File: config.mk
export PLATFORM = sky130hd
export DESIGN_NAME = counter_ctrl
export DESIGN_NICKNAME = d
export VERILOG_FILES = /design/src/rtl/counter_ctrl.sv
export SDC_FILE = /design/constraint.sdc
export NUM_CORES = 1
export LEC_CHECK = 0
export CORE_AREA = 2 2 39 41
export DETAILED_ROUTE_END_ITERATION = 10
export DIE_AREA = 0 0 41 43
export DONT_BUFFER_PORTS = 1
export HOLD_SLACK_MARGIN = 0.12
export PLACE_DENSITY = 0.57
export SLEW_MARGIN = 20
export SYNTH_ARGS = -nofsm -noshare
export SYNTH_HDL_FRONTEND = slang
export SYNTH_SLANG_ARGS = --single-unit
export TNS_END_PERCENT = 1
File: constraint.sdc
create_clock -name clk -period 2.81 [get_ports clk]
set_input_delay 0.7025 -clock clk [delete_from_list [all_inputs] [get_ports clk]]
set_output_delay 0.7025 -clock clk [all_outputs]
set_load 0.01 [all_outputs]
File: src/rtl/counter_ctrl.sv
// counter_ctrl: start/hold/abort controlled up-counter with a clock prescaler.
// Counts from 0 up to a terminal value latched at start, then pulses done for
// one cycle. Optional build macro COUNTER_CTRL_AUTORELOAD_EN adds a reload_en
// input that lets DONE restart the sequence directly instead of going idle.
module counter_ctrl #(
  parameter int WIDTH    = 4,
  parameter int PRESCALE = 1
) (
  input  logic             clk,
  input  logic             rst,
  input  logic             start,
  input  logic             hold,
  input  logic             abort,
  input  logic [WIDTH-1:0] load_val,
`ifdef COUNTER_CTRL_AUTORELOAD_EN
  input  logic             reload_en,
`endif
  output logic [WIDTH-1:0] count,
  output logic             busy,
  output logic             done,
  output logic [1:0]       state
);

  // Prescaler only needs to hold 0..PRESCALE-1; keep at least one bit.
  localparam int PW = (PRESCALE > 1) ? $clog2(PRESCALE) : 1;
  localparam logic [PW-1:0] PRE_LAST = PW'(PRESCALE - 1);

  typedef enum logic [1:0] {
    IDLE = 2'b00,
    RUN  = 2'b01,
    HOLD = 2'b10,
    DONE = 2'b11
  } state_t;

  state_t           state_q, state_d;
  logic [WIDTH-1:0] count_q, count_d;
  logic [WIDTH-1:0] term_q, term_d;
  logic [PW-1:0]    pre_q, pre_d;
  logic             tick;
  logic             reload;
  logic             load_req;
  logic [WIDTH-1:0] count_inc;

  assign tick      = (pre_q == PRE_LAST);
  assign count_inc = count_q + WIDTH'(1);

`ifdef COUNTER_CTRL_AUTORELOAD_EN
  assign reload = reload_en;
`else
  assign reload = 1'b0;
`endif

  // A new sequence is armed either by start in IDLE or by auto-reload in DONE.
  assign load_req = ((state_q == IDLE) && start) || ((state_q == DONE) && reload);

  // Next-state and next-datapath logic; HOLD with hold released behaves as a
  // RUN cycle so the frozen prescaler resumes advancing immediately.
  always_comb begin
    state_d = state_q;
    count_d = count_q;
    term_d  = term_q;
    pre_d   = pre_q;
    if (load_req) begin
      term_d  = load_val;
      count_d = '0;
      pre_d   = '0;
      state_d = (load_val == '0) ? DONE : RUN;
    end else begin
      case (state_q)
        IDLE: state_d = IDLE;
        RUN, HOLD: begin
          if (abort) begin
            state_d = IDLE;
            count_d = '0;
            pre_d   = '0;
          end else if (hold) begin
            state_d = HOLD;
          end else begin
            state_d = RUN;
            if (tick) begin
              pre_d   = '0;
              count_d = count_inc;
              if (count_inc == term_q) begin
                state_d = DONE;
              end
            end else begin
              pre_d = pre_q + PW'(1);
            end
          end
        end
        DONE:    state_d = IDLE;
        default: state_d = IDLE;
      endcase
    end
  end

  // State and datapath registers with synchronous reset.
  always_ff @(posedge clk) begin
    if (rst) begin
      state_q <= IDLE;
      count_q <= '0;
      term_q  <= '0;
      pre_q   <= '0;
    end else begin
      state_q <= state_d;
      count_q <= count_d;
      term_q  <= term_d;
      pre_q   <= pre_d;
    end
  end

  assign count = count_q;
  assign state = state_q;
  assign busy  = (state_q == RUN) || (state_q == HOLD);
  assign done  = (state_q == DONE);

endmodule

==> impl_metrics.json <==
{
  "status": "complete, no violations",
  "synth_area_um2": 524,
  "hold_buffers": 0,
  "setup_ws_ps": 982,
  "ys_ff_latch": 10,
  "cts-root-buf": "clkbuf_4",
  "die_y_um": 43,
  "cts_num_sinks": 10,
  "synth_top_area_cell": "dfxtp_1",
  "insertedDiodeCount": 0,
  "yosysTopAreaCellShare": 0.382,
  "setup-tns-final_ps": 0,
  "yosys_warnings": 0,
  "post-place-ws_ps": 1120,
  "vdd_drop_max_mv": 0.163,
  "wl_per_cell_um": 13.6,
  "cp.arrival_ps": 1130,
  "core-area_um2": 1380,
  "wl_met1_um": 476,
  "port-buffer-count": 0,
  "viasPerCell": 5.49,
  "drv_cap": 0,
  "syn_area_per_cell_um2": 8.46,
  "power.leakage_nw": 0.234,
  "numCtsBuffers": 3,
  "relSlewSlack": 0.789,
  "cts_tree": "built",
  "worst_slew_pin_slew_ps": 316,
  "ys_seq_area_frac": 0.382,
  "fin_crit_ps": 1830,
  "final_util": 0.420,
  "synthTopCellsByArea": "dfxtp_1 38%, a21oi_1 7.6%, ha_1 7.2%",
  "areaGrowthSynthToFinish_pct": 10.7,
  "postRouteAntennaNets": 0,
  "hold_viol": 0,
  "synth_cell_types": 21,
  "layout.nets": 79,
  "power_density_nw_per_um2": 541,
  "grt_max_degree": 9,
  "syn_inst": 62,
  "antenna_found_initial": 0,
  "overflow": 0,
  "place_hpwl_um": 868,
  "vias": 450,
  "maxUsedRoutingLayer": "met3",
  "grt_pass1_vias": 421,
  "clockBufferDepth": 2,
  "dr_wl_met2_um": 569,
  "die_area_um2": 1760,
  "clock_skew_ps": 2.53,
  "initial_utilization": 0.379,
  "drt_wl_total_um": 1120,
  "ctsResizeCount": 0,
  "drv_slew": 0,
  "drc": 0,
  "worstSetupPathType": "flop to output pin",
  "drt-pass1-iter-count": 4,
  "fillers": 142,
  "setup-violations-final": 0,
  "synth_fp_nets": 74,
  "placementRows": 14,
  "clk_latency_ps": 260,
  "htreeDepth": 1,
  "drive_above_1_share": 0.106,
  "finalCritPeriodShare": 0.651,
  "min-delay-path-class": "flop to flop",
  "cts_setup_buffers": 0,
  "path_clk_slew_ps": 70,
  "grt_use_total": 0.142,
  "critPathMaxFanout": 6,
  "place.gp.congestion": 0.708,
  "required_ps": 2110,
  "critPathLaunchType": "flop",
  "max_freq_ghz": 0.547,
  "grt_pass1_wl_um": 1750,
  "io_pins": 17,
  "drt_iter0_markers": 8,
  "dr_wl_met3_um": 70,
  "rsz0062_at_grt": "no",
  "crit_path_end_kind": "output pin",
  "dieWidth_um": 41
}
[stage by stage]
step | instance area (um2) | total power [mW] | instances | hold slack, ps
2_1_floorplan | 524 | 0.181 | 62 | 442
3_3_place_gp | 544 | 0.187 | 78 | 456
3_5_place_dp | 544 | 0.187 | 78 | 457
4_1_cts | 581 | 0.319 | 82 | 466
5_1_grt | 581 | 0.328 | 82 | 484
6_report | 581 | 0.314 | 82 | 462
[Yosys cell counts (all sizes together)]
master,count
nor4,1
nor2,6
a21oi,8
ha,3
xnor2,2
xor2,4
a32oi,1
nand2,6
nor3b,1
nand3,5
inv,3
or3b,1
nor2b,2
a31oi,1
and4b,1
nor3,1
or4,1
nand2b,1
dfxtp,10
o21ai,3
o2bb2ai,1
[cell usage in the layout (no fill, tap or decap), types with 2 or more instances in the layout]
cell type  netlist  routed
inv_1            3       3
nor2_1           6       6
a21oi_1          8       8
nor2b_1          2       2
clkbuf_4         0       3
o21ai_0          3       3
dfxtp_1         10      10
xnor2_1          2       2
nand2_1          6       6
nand3_1          5       5
ha_1             3       3
xor2_1           4       4
[final timing paths]
path	slack [ps]	cells after the start	from	end
worst max register to register	1120	6	state[1]	count[2]
worst max-delay path	980	2	state[1]	busy
worst min register to register	460	2	term_q[2]	term_q[2]
worst min-delay path	460	2	term_q[2]	term_q[2]
[cells by family after synthesis]
kind of cell	Yosys count	share of synthesized area
xor+xnor	6	0.100
simple gates	26	0.274
compound gates	14	0.150
flops	10	0.382
fa+ha+maj	3	0.0716
buf+inv	3	0.0215
[cell type report]
type | count | area, um2 | share of cell area
multi-input cells | 49 | 313 | 0.539
inverters | 3 | 11.3 | 0.0194
flip-flops and latches | 10 | 200 | 0.345
clock buffers | 4 | 36.3 | 0.0625
well taps | 16 | 20.0 | 0.0345
[where the power goes]
part | internal [mW] | switching, mW | total (mW)
sequential | 0.147 | 0.00519 | 0.152
combinational | 0.0130 | 0.0182 | 0.0312
clock | 0.0786 | 0.0519 | 0.131
[state kept, by name, indices dropped and copies added (netlist names)]
register / cells
count: 4
state: 2
term_q: 4
[layer usage]
| metal | global-route usage | up-vias |
|---|---|---|
| li1 | - | 227 |
| met1 | 0.169 | 205 |
| met2 | 0.225 | 18 |
| met3 | 0.0419 | 0 |
| met4 | 0.0600 | 0 |
| met5 | 0 | - |
[critical path, stage by stage, from the launching register on]
cell and delay, ps:
dfxtp_1 410, inv_1 60, ha_1 390
Power figures use the tool's default switching activity.
